===== src/rtl/cache_pkg.sv =====
// Shared types and default geometry for the direct-mapped cache.
// Exports cache_state_t and the default address-split widths.
package cache_pkg;

    localparam int DATA_W            = 32;
    localparam int DEF_LINE_ADDR_LEN = 3;
    localparam int DEF_SET_ADDR_LEN  = 3;
    localparam int DEF_TAG_ADDR_LEN  = 5;
    localparam int DEF_MEM_ADDR_LEN  = DEF_TAG_ADDR_LEN
                                     + DEF_SET_ADDR_LEN
                                     + DEF_LINE_ADDR_LEN;

    typedef enum logic [1:0] {
        IDLE,
        SWAP_OUT,
        SWAP_IN,
        SWAP_IN_OK
    } cache_state_t;

endpackage


===== src/rtl/dm_cache_if.sv =====
// CPU data port and main-memory port of dm_cache.
// slave: cache side (drives rd_data/miss/mem_*), master: CPU + memory side.
interface dm_cache_if
    import cache_pkg::*;
#(
    parameter int ADDR_LEN = DEF_MEM_ADDR_LEN
);
    logic [ADDR_LEN-1:0] addr;
    logic                rd_req;
    logic                wr_req;
    logic [DATA_W-1:0]   wr_data;
    logic [DATA_W-1:0]   rd_data;
    logic                miss;
    logic [ADDR_LEN-1:0] mem_addr;
    logic                mem_wr_req;
    logic [DATA_W-1:0]   mem_wr_data;
    logic [DATA_W-1:0]   mem_rd_data;

    modport slave (
        input  addr, rd_req, wr_req, wr_data, mem_rd_data,
        output rd_data, miss, mem_addr, mem_wr_req, mem_wr_data
    );

    modport master (
        output addr, rd_req, wr_req, wr_data, mem_rd_data,
        input  rd_data, miss, mem_addr, mem_wr_req, mem_wr_data
    );
endinterface


===== src/rtl/cache_line_array.sv =====
// Data/tag/valid/dirty storage: combinational read, synchronous write.
// Ports: i_set/i_rd_off read select, i_we_word word write, i_mark_dirty, i_fill_done.
module cache_line_array
    import cache_pkg::*;
#(
    parameter int LINE_ADDR_LEN = DEF_LINE_ADDR_LEN,
    parameter int SET_ADDR_LEN  = DEF_SET_ADDR_LEN,
    parameter int TAG_ADDR_LEN  = DEF_TAG_ADDR_LEN
) (
    input  logic                     clk,
    input  logic                     rst,
    input  logic [SET_ADDR_LEN-1:0]  i_set,
    input  logic [LINE_ADDR_LEN-1:0] i_rd_off,
    output logic [DATA_W-1:0]        o_rd_word,
    output logic                     o_valid,
    output logic                     o_dirty,
    output logic [TAG_ADDR_LEN-1:0]  o_tag,
    input  logic                     i_we_word,
    input  logic [LINE_ADDR_LEN-1:0] i_wr_off,
    input  logic [DATA_W-1:0]        i_wr_word,
    input  logic                     i_mark_dirty,
    input  logic                     i_fill_done,
    input  logic [TAG_ADDR_LEN-1:0]  i_fill_tag
);
    localparam int NSETS  = 1 << SET_ADDR_LEN;
    localparam int NWORDS = NSETS << LINE_ADDR_LEN;

    logic [DATA_W-1:0]       r_data [NWORDS];
    logic [TAG_ADDR_LEN-1:0] r_tag  [NSETS];
    logic [NSETS-1:0]        r_valid;
    logic [NSETS-1:0]        r_dirty;

    // Data and tags are not cleared; valid gates every use of them.
    always_ff @(posedge clk) begin
        if (i_we_word) begin
            r_data[{i_set, i_wr_off}] <= i_wr_word;
        end
    end

    always_ff @(posedge clk) begin
        if (i_fill_done) begin
            r_tag[i_set] <= i_fill_tag;
        end
    end

    always_ff @(posedge clk or posedge rst) begin
        if (rst) begin
            r_valid <= '0;
            r_dirty <= '0;
        end else if (i_fill_done) begin
            r_valid[i_set] <= 1'b1;
            r_dirty[i_set] <= 1'b0;
        end else if (i_mark_dirty) begin
            r_dirty[i_set] <= 1'b1;
        end
    end

    assign o_rd_word = r_data[{i_set, i_rd_off}];
    assign o_valid   = r_valid[i_set];
    assign o_dirty   = r_dirty[i_set];
    assign o_tag     = r_tag[i_set];

endmodule


===== src/rtl/dm_cache.sv =====
// Direct-mapped write-back write-allocate cache with miss FSM.
// Ports: clk, rst (async high), bus (CPU port + word-addressed memory port).
module dm_cache
    import cache_pkg::*;
#(
    parameter int LINE_ADDR_LEN = DEF_LINE_ADDR_LEN,
    parameter int SET_ADDR_LEN  = DEF_SET_ADDR_LEN,
    parameter int TAG_ADDR_LEN  = DEF_TAG_ADDR_LEN,
    parameter int MEM_ADDR_LEN  = TAG_ADDR_LEN + SET_ADDR_LEN
                                + LINE_ADDR_LEN
) (
    input  logic       clk,
    input  logic       rst,
    dm_cache_if.slave  bus
);
    localparam int CW = LINE_ADDR_LEN + 1;
    localparam logic [CW-1:0] CNT_ONE  = CW'(1);
    localparam logic [CW-1:0] CNT_N    = CW'(1 << LINE_ADDR_LEN);
    localparam logic [CW-1:0] CNT_LAST = CNT_N - CNT_ONE;

    cache_state_t r_state;
    cache_state_t w_next;

    logic [CW-1:0]            r_cnt;
    logic [TAG_ADDR_LEN-1:0]  r_victim_tag;

    logic [TAG_ADDR_LEN-1:0]  w_tag;
    logic [SET_ADDR_LEN-1:0]  w_set;
    logic [LINE_ADDR_LEN-1:0] w_off;
    logic [LINE_ADDR_LEN-1:0] w_k;
    logic [LINE_ADDR_LEN-1:0] w_cap;
    logic                     w_req;
    logic                     w_hit;

    logic [DATA_W-1:0]        w_rd_word;
    logic                     w_valid;
    logic                     w_dirty;
    logic [TAG_ADDR_LEN-1:0]  w_tag_q;

    logic [LINE_ADDR_LEN-1:0] w_rd_off;
    logic                     w_we_word;
    logic [LINE_ADDR_LEN-1:0] w_wr_off;
    logic [DATA_W-1:0]        w_wr_word;
    logic                     w_mark_dirty;
    logic                     w_fill_done;

    logic                     w_miss;
    logic [DATA_W-1:0]        w_rd_data;
    logic [MEM_ADDR_LEN-1:0]  w_mem_addr;
    logic                     w_mem_wr_req;
    logic [DATA_W-1:0]        w_mem_wr_data;

    assign w_tag = bus.addr[MEM_ADDR_LEN-1 -: TAG_ADDR_LEN];
    assign w_set = bus.addr[LINE_ADDR_LEN +: SET_ADDR_LEN];
    assign w_off = bus.addr[LINE_ADDR_LEN-1:0];
    assign w_req = bus.rd_req | bus.wr_req;
    assign w_hit = w_valid & (w_tag_q == w_tag);
    assign w_k   = r_cnt[LINE_ADDR_LEN-1:0];
    // Memory read data lags the issued address by one cycle.
    assign w_cap = LINE_ADDR_LEN'(r_cnt - CNT_ONE);

    cache_line_array #(
        .LINE_ADDR_LEN (LINE_ADDR_LEN),
        .SET_ADDR_LEN  (SET_ADDR_LEN),
        .TAG_ADDR_LEN  (TAG_ADDR_LEN)
    ) u_lines (
        .clk          (clk),
        .rst          (rst),
        .i_set        (w_set),
        .i_rd_off     (w_rd_off),
        .o_rd_word    (w_rd_word),
        .o_valid      (w_valid),
        .o_dirty      (w_dirty),
        .o_tag        (w_tag_q),
        .i_we_word    (w_we_word),
        .i_wr_off     (w_wr_off),
        .i_wr_word    (w_wr_word),
        .i_mark_dirty (w_mark_dirty),
        .i_fill_done  (w_fill_done),
        .i_fill_tag   (w_tag)
    );

    always_ff @(posedge clk or posedge rst) begin
        if (rst) begin
            r_state <= IDLE;
        end else begin
            r_state <= w_next;
        end
    end

    always_ff @(posedge clk or posedge rst) begin
        if (rst) begin
            r_cnt        <= '0;
            r_victim_tag <= '0;
        end else begin
            unique case (r_state)
                IDLE: begin
                    r_cnt <= '0;
                    if (w_req && !w_hit) begin
                        r_victim_tag <= w_tag_q;
                    end
                end
                SWAP_OUT: begin
                    r_cnt <= (r_cnt == CNT_LAST) ? '0 : r_cnt + CNT_ONE;
                end
                SWAP_IN: begin
                    r_cnt <= (r_cnt == CNT_N) ? '0 : r_cnt + CNT_ONE;
                end
                SWAP_IN_OK: begin
                    r_cnt <= '0;
                end
            endcase
        end
    end

    always_comb begin
        w_next        = r_state;
        w_miss        = 1'b0;
        w_rd_data     = '0;
        w_mem_addr    = bus.addr;
        w_mem_wr_req  = 1'b0;
        w_mem_wr_data = '0;
        w_rd_off      = w_off;
        w_we_word     = 1'b0;
        w_wr_off      = w_off;
        w_wr_word     = bus.wr_data;
        w_mark_dirty  = 1'b0;
        w_fill_done   = 1'b0;
        unique case (r_state)
            IDLE: begin
                if (w_hit) begin
                    w_rd_data = w_rd_word;
                end
                if (w_req && w_hit && bus.wr_req) begin
                    w_we_word    = 1'b1;
                    w_mark_dirty = 1'b1;
                end
                if (w_req && !w_hit) begin
                    w_miss = 1'b1;
                    w_next = (w_valid && w_dirty) ? SWAP_OUT : SWAP_IN;
                end
            end
            SWAP_OUT: begin
                w_miss        = w_req;
                w_rd_off      = w_k;
                w_mem_addr    = {r_victim_tag, w_set, w_k};
                w_mem_wr_req  = 1'b1;
                w_mem_wr_data = w_rd_word;
                if (r_cnt == CNT_LAST) begin
                    w_next = SWAP_IN;
                end
            end
            SWAP_IN: begin
                w_miss     = w_req;
                w_mem_addr = {w_tag, w_set, w_k};
                if (r_cnt != '0) begin
                    w_we_word = 1'b1;
                    w_wr_off  = w_cap;
                    w_wr_word = bus.mem_rd_data;
                end
                if (r_cnt == CNT_N) begin
                    w_next = SWAP_IN_OK;
                end
            end
            SWAP_IN_OK: begin
                w_miss      = w_req;
                w_fill_done = 1'b1;
                w_next      = IDLE;
            end
        endcase
    end

    assign bus.miss        = w_miss;
    assign bus.rd_data     = w_rd_data;
    assign bus.mem_addr    = w_mem_addr;
    assign bus.mem_wr_req  = w_mem_wr_req;
    assign bus.mem_wr_data = w_mem_wr_data;

endmodule


===== src/flat_wrapper.sv =====
// flat-port wrapper written by rule: the top's interface ports become plain ports
module dm_cache_flat import cache_pkg::*;
#(
    parameter int LINE_ADDR_LEN = DEF_LINE_ADDR_LEN,
    parameter int SET_ADDR_LEN  = DEF_SET_ADDR_LEN,
    parameter int TAG_ADDR_LEN  = DEF_TAG_ADDR_LEN,
    parameter int MEM_ADDR_LEN  = TAG_ADDR_LEN + SET_ADDR_LEN
                                + LINE_ADDR_LEN
)
  (clk, rst, bus_addr, bus_rd_req, bus_wr_req, bus_wr_data, bus_mem_rd_data, bus_rd_data, bus_miss, bus_mem_addr, bus_mem_wr_req, bus_mem_wr_data);
  dm_cache_if #(.ADDR_LEN(11)) bus_i ();
  input  logic clk;
  input  logic rst;
  input wire logic [$bits(bus_i.addr)-1:0] bus_addr;
  input wire logic [$bits(bus_i.rd_req)-1:0] bus_rd_req;
  input wire logic [$bits(bus_i.wr_req)-1:0] bus_wr_req;
  input wire logic [$bits(bus_i.wr_data)-1:0] bus_wr_data;
  input wire logic [$bits(bus_i.mem_rd_data)-1:0] bus_mem_rd_data;
  output wire logic [$bits(bus_i.rd_data)-1:0] bus_rd_data;
  output wire logic [$bits(bus_i.miss)-1:0] bus_miss;
  output wire logic [$bits(bus_i.mem_addr)-1:0] bus_mem_addr;
  output wire logic [$bits(bus_i.mem_wr_req)-1:0] bus_mem_wr_req;
  output wire logic [$bits(bus_i.mem_wr_data)-1:0] bus_mem_wr_data;
  assign bus_i.addr = bus_addr;
  assign bus_i.rd_req = bus_rd_req;
  assign bus_i.wr_req = bus_wr_req;
  assign bus_i.wr_data = bus_wr_data;
  assign bus_i.mem_rd_data = bus_mem_rd_data;
  assign bus_rd_data = bus_i.rd_data;
  assign bus_miss = bus_i.miss;
  assign bus_mem_addr = bus_i.mem_addr;
  assign bus_mem_wr_req = bus_i.mem_wr_req;
  assign bus_mem_wr_data = bus_i.mem_wr_data;
  dm_cache #(.LINE_ADDR_LEN(LINE_ADDR_LEN), .SET_ADDR_LEN(SET_ADDR_LEN), .TAG_ADDR_LEN(TAG_ADDR_LEN), .MEM_ADDR_LEN(MEM_ADDR_LEN)) u_core (.clk(clk), .rst(rst), .bus(bus_i));
endmodule

===== config.mk =====
export PLATFORM = sky130hd
export DESIGN_NAME = dm_cache_flat
export DESIGN_NICKNAME = d
export VERILOG_FILES = /design/src/rtl/cache_pkg.sv /design/src/rtl/dm_cache_if.sv /design/src/rtl/cache_line_array.sv /design/src/rtl/dm_cache.sv /design/src/flat_wrapper.sv
export SDC_FILE = /design/constraint.sdc
export NUM_CORES = 2
export LEC_CHECK = 0
export CAP_MARGIN = 40
export CORE_MARGIN = 3
export CORE_UTILIZATION = 62
export CTS_CLUSTER_SIZE = 8
export DETAILED_ROUTE_END_ITERATION = 8
export GPL_TIMING_DRIVEN = 1
export HOLD_SLACK_MARGIN = 0.02
export PLACE_DENSITY_LB_ADDON = 0.12
export REMOVE_ABC_BUFFERS = 1
export SLEW_MARGIN = 20
export SYNTH_ARGS = -nofsm -noshare
export SYNTH_HDL_FRONTEND = slang
export SYNTH_SLANG_ARGS = --single-unit

===== constraint.sdc =====
create_clock -name clk -period 7.3 [get_ports clk]
set_input_delay 1.095 -clock clk [delete_from_list [all_inputs] [get_ports clk]]
set_output_delay 1.095 -clock clk [all_outputs]
set_load 0.02 [all_outputs]

==> flow_summary.yaml <==
synth:
  synthCells: 5623
  synth_cell_types: 57
  synth_seq_cells: 2115
  yosys_warnings: 0
  synth_ff_type: "edfxtp_1"
  synth_edf_count: 2088
  avgSynthCellArea_um2: 14.8
  seq_area_frac_synth_pct: 76.2
  async_flop_share_pct: 1.28
  yosys.area.top_type_share_pct: 75.4
  yosysTopAreaCell: "edfxtp_1"
  syn_area_um2: 83200
  synthTopCellsByArea: "edfxtp_1 75%, nand2_1 6.6%, mux2i_1 4.6%"
global_routing:
  grt.total_usage_pct: 37.0
  antenna_found_initial: 10
  grt_max_degree: 107
  grt_busiest_layer: "met2"
  grt_pass1_vias: 51500
  grt-ovfl-total: 0
  grt_first_pass_wirelength_um: 363000
  use_met1_pct: 49.7
  grtUsageMet3_pct: 9.50
  grtUsageMet2_pct: 55.8
layout:
  n_fill_cell: 8003
  drive_above_1_share_pct: 12.8
  nets: 6108
  area_growth_pct: 16.9
  final_util_pct: 73.5
die:
  core_area_um2: 132000
  ios: 156
  row_count: 133
  die_h_um: 372
  die_w_um: 372
  die_area_um2: 139000
  start_util_pct: 62.9
cts:
  clock_path_buffers: 4
  clock_latency_ps: 920
  hold_buffers: 0
  h-tree-depth: 5
  clock-sinks: 2115
  cts_setup_buffers: 0
  ctsRootBufferMaster: "clkbuf_16"
  numCtsBuffers: 314
  post_cts_resized: 0
  clk_pin_slew_ps: 50
  cts_tree: "done"
drt:
  postRouteAntennaNets: 0
  wl_per_cell_um: 32.7
  drc_errors: 0
  vias: 53800
  wirelength_um: 256000
  firstDrtPassIters: 5
  vias_per_cell: 6.89
  first_iter_violations: 8014
critical_path:
  cpMostUsedCell: "buf_4"
  crit_path_top_delay_cell: "or4_1"
  crit_type: "reg -> out"
  max_stage_delay_ps: 880
  critical_path_arrival_ps: 5770
  crit_required_ps: 6200
  path_delay_family: "buffers and inverters"
  crit_buf_inv: 5
  cp-start-kind: "flip-flop"
  crit_path_end_kind: "output pin"
  path_cells: "inv_1 -> ha_1 -> buf_4 -> mux2i_4 -> buf_12 -> buf_4 -> nand2_1 -> a32oi_1 -> a31oi_1 -> or4_1 -> nor3_1 -> clkdlybuf4s50_1"
  path_max_fanout: 27
sta:
  max_freq_ghz: 0.146
  worstMarginPinSlew_ps: 900
  min_period_ps: 6870
  timing.final.hold_violations: 0
  period_share_pct: 94.1
  setup_viol: 0
  rsz0062_at_grt: "false"
  slew_headroom_pct: 40.0
  maxSlewViolCount: 0
  whs_ps: 459
  finClkSkew_ps: 69.6
  final.setup.worst_slack_ps: 431
flow_run:
  maxCapViolCount: 0
hold_path:
  hp-class: "reg -> reg"
run_status:
  status: "finished clean"
pwr:
  p_per_area_nw_per_um2: 367
  ir_drop_mv: 0.298
  finalPower_w: 0.0357
  leakage_nw: 33.1
placed_design:
  hpwl_um: 143000
  place_congestion: 0.867
  io_buffers: 155
  pre_cts_slack_ps: 929
## power breakdown
part | switching [W] | internal [W] | total, W | leakage [nW]
logic | 0.00581 | 0.00187 | 0.00768 | 9.89
clock network | 0.00471 | 0.00775 | 0.0125 | 4.04
registers | 0.0000979 | 0.0155 | 0.0156 | 19.2
total | 0.0106 | 0.0251 | 0.0357 | 33.1
## routing by layer
| layer | routed length, µm | up-vias |
|---|---|---|
| met5 | 38 | - |
| met4 | 15100 | 6 |
| met3 | 33600 | 803 |
| met2 | 117000 | 4080 |
| met1 | 90300 | 26700 |
| li1 | - | 22200 |
## cells by family after synthesis
kind of cell	share of synthesized area (%)
xor gates and xnor gates	0.0722
DFF	76.2
buffers and inverters	1.98
and+or+nand+nor	10.3
AOI/OAI and AO/OA	6.47
muxes	4.82
adders and majority gates	0.105
## stage by stage
stage,TNS [ps],instances,cell area [µm²]
after floorplan,-1948630,5249,81600
after global placement,0,7446,88800
after detailed placement,0,7459,89000
after CTS,0,7807,97200
after global routing,0,7809,97200
final,0,7813,97200
## registers in the layout, indices dropped and copies added, names as in the netlist, named ones only
signal	flops
u_core.r_cnt	4
u_core.r_state	2
u_core.r_victim_tag	5
u_core.u_lines.r_data	2048
u_core.u_lines.r_tag	40
u_core.u_lines.r_valid	8
## synth_stat cells, types with 6 or more instances
| library cell | n |
|---|---|
| mux2_2 | 9 |
| a32oi_1 | 293 |
| o2111ai_1 | 7 |
| edfxtp_1 | 2088 |
| a31oi_1 | 123 |
| nand2_1 | 1461 |
| nor4_2 | 9 |
| nand4_1 | 25 |
| nor2_1 | 18 |
| nor3_1 | 98 |
| a32o_1 | 56 |
| nor4_1 | 24 |
| a221oi_1 | 7 |
| nand3_1 | 333 |
| a2111o_1 | 21 |
| a21boi_0 | 87 |
| buf_2 | 69 |
| or4_1 | 36 |
| o22ai_1 | 6 |
| buf_1 | 42 |
| dfrtp_1 | 27 |
| inv_1 | 25 |
| mux2i_1 | 381 |
| ha_1 | 7 |
| clkbuf_1 | 253 |
| buf_4 | 6 |
| o21ai_0 | 29 |
| nand2b_1 | 11 |
## placed cells by master (no fill, tap or decap), drive strengths merged, types with 6 or more instances in the layout
cell           count
a2111o            21
a21boi            87
a221oi             7
a31oi            123
a32o              56
a32oi            293
buf              302
clkbuf           344
clkdlybuf4s50    154
dfrtp             27
edfxtp          2088
ha                 7
inv               28
mux2               9
mux2i            381
nand2           1461
nand2b            11
nand3            333
nand4             25
nor2              18
nor3              99
nor4              33
o2111ai            7
o21ai             30
o22ai              6
or4               36
## final timing paths
path	startpoint	to	slack, ps	depth (start not counted)
max	u_core.r_state[1]$_DFFE_PP0P_	bus_rd_data[24]	430	12
min	u_core.u_lines.r_valid[1]$_DFFE_PP0P_	u_core.u_lines.r_valid[1]$_DFFE_PP0P_	460	1
max reg2reg	u_core.r_cnt[0]$_DFF_PP0_	u_core.u_lines.r_data[55][21]$_DFFE_PP_	2770	11
min reg2reg	u_core.u_lines.r_valid[1]$_DFFE_PP0P_	u_core.u_lines.r_valid[1]$_DFFE_PP0P_	460	1
max in group asynchronous	rst	u_core.r_cnt[1]$_DFF_PP0_	6380	3
min in group asynchronous	rst	u_core.r_victim_tag[1]$_DFFE_PP0P_	570	3
## cell type report
class                           instances  area [µm²]  area share (%)
Antenna cell                            4        10.0          0.0103
Clock buffer                          343        8180            8.41
Clock inverter                          5        42.5          0.0438
Inverter                               27         101           0.104
Multi-Input combinational cell       3107       18900            19.5
Sequential cell                      2115       63400            65.2
Tap cell                             1755        2200            2.26
Timing Repair Buffer                  457        4380            4.50
No activity file was read; power rests on OpenSTA's default activity.
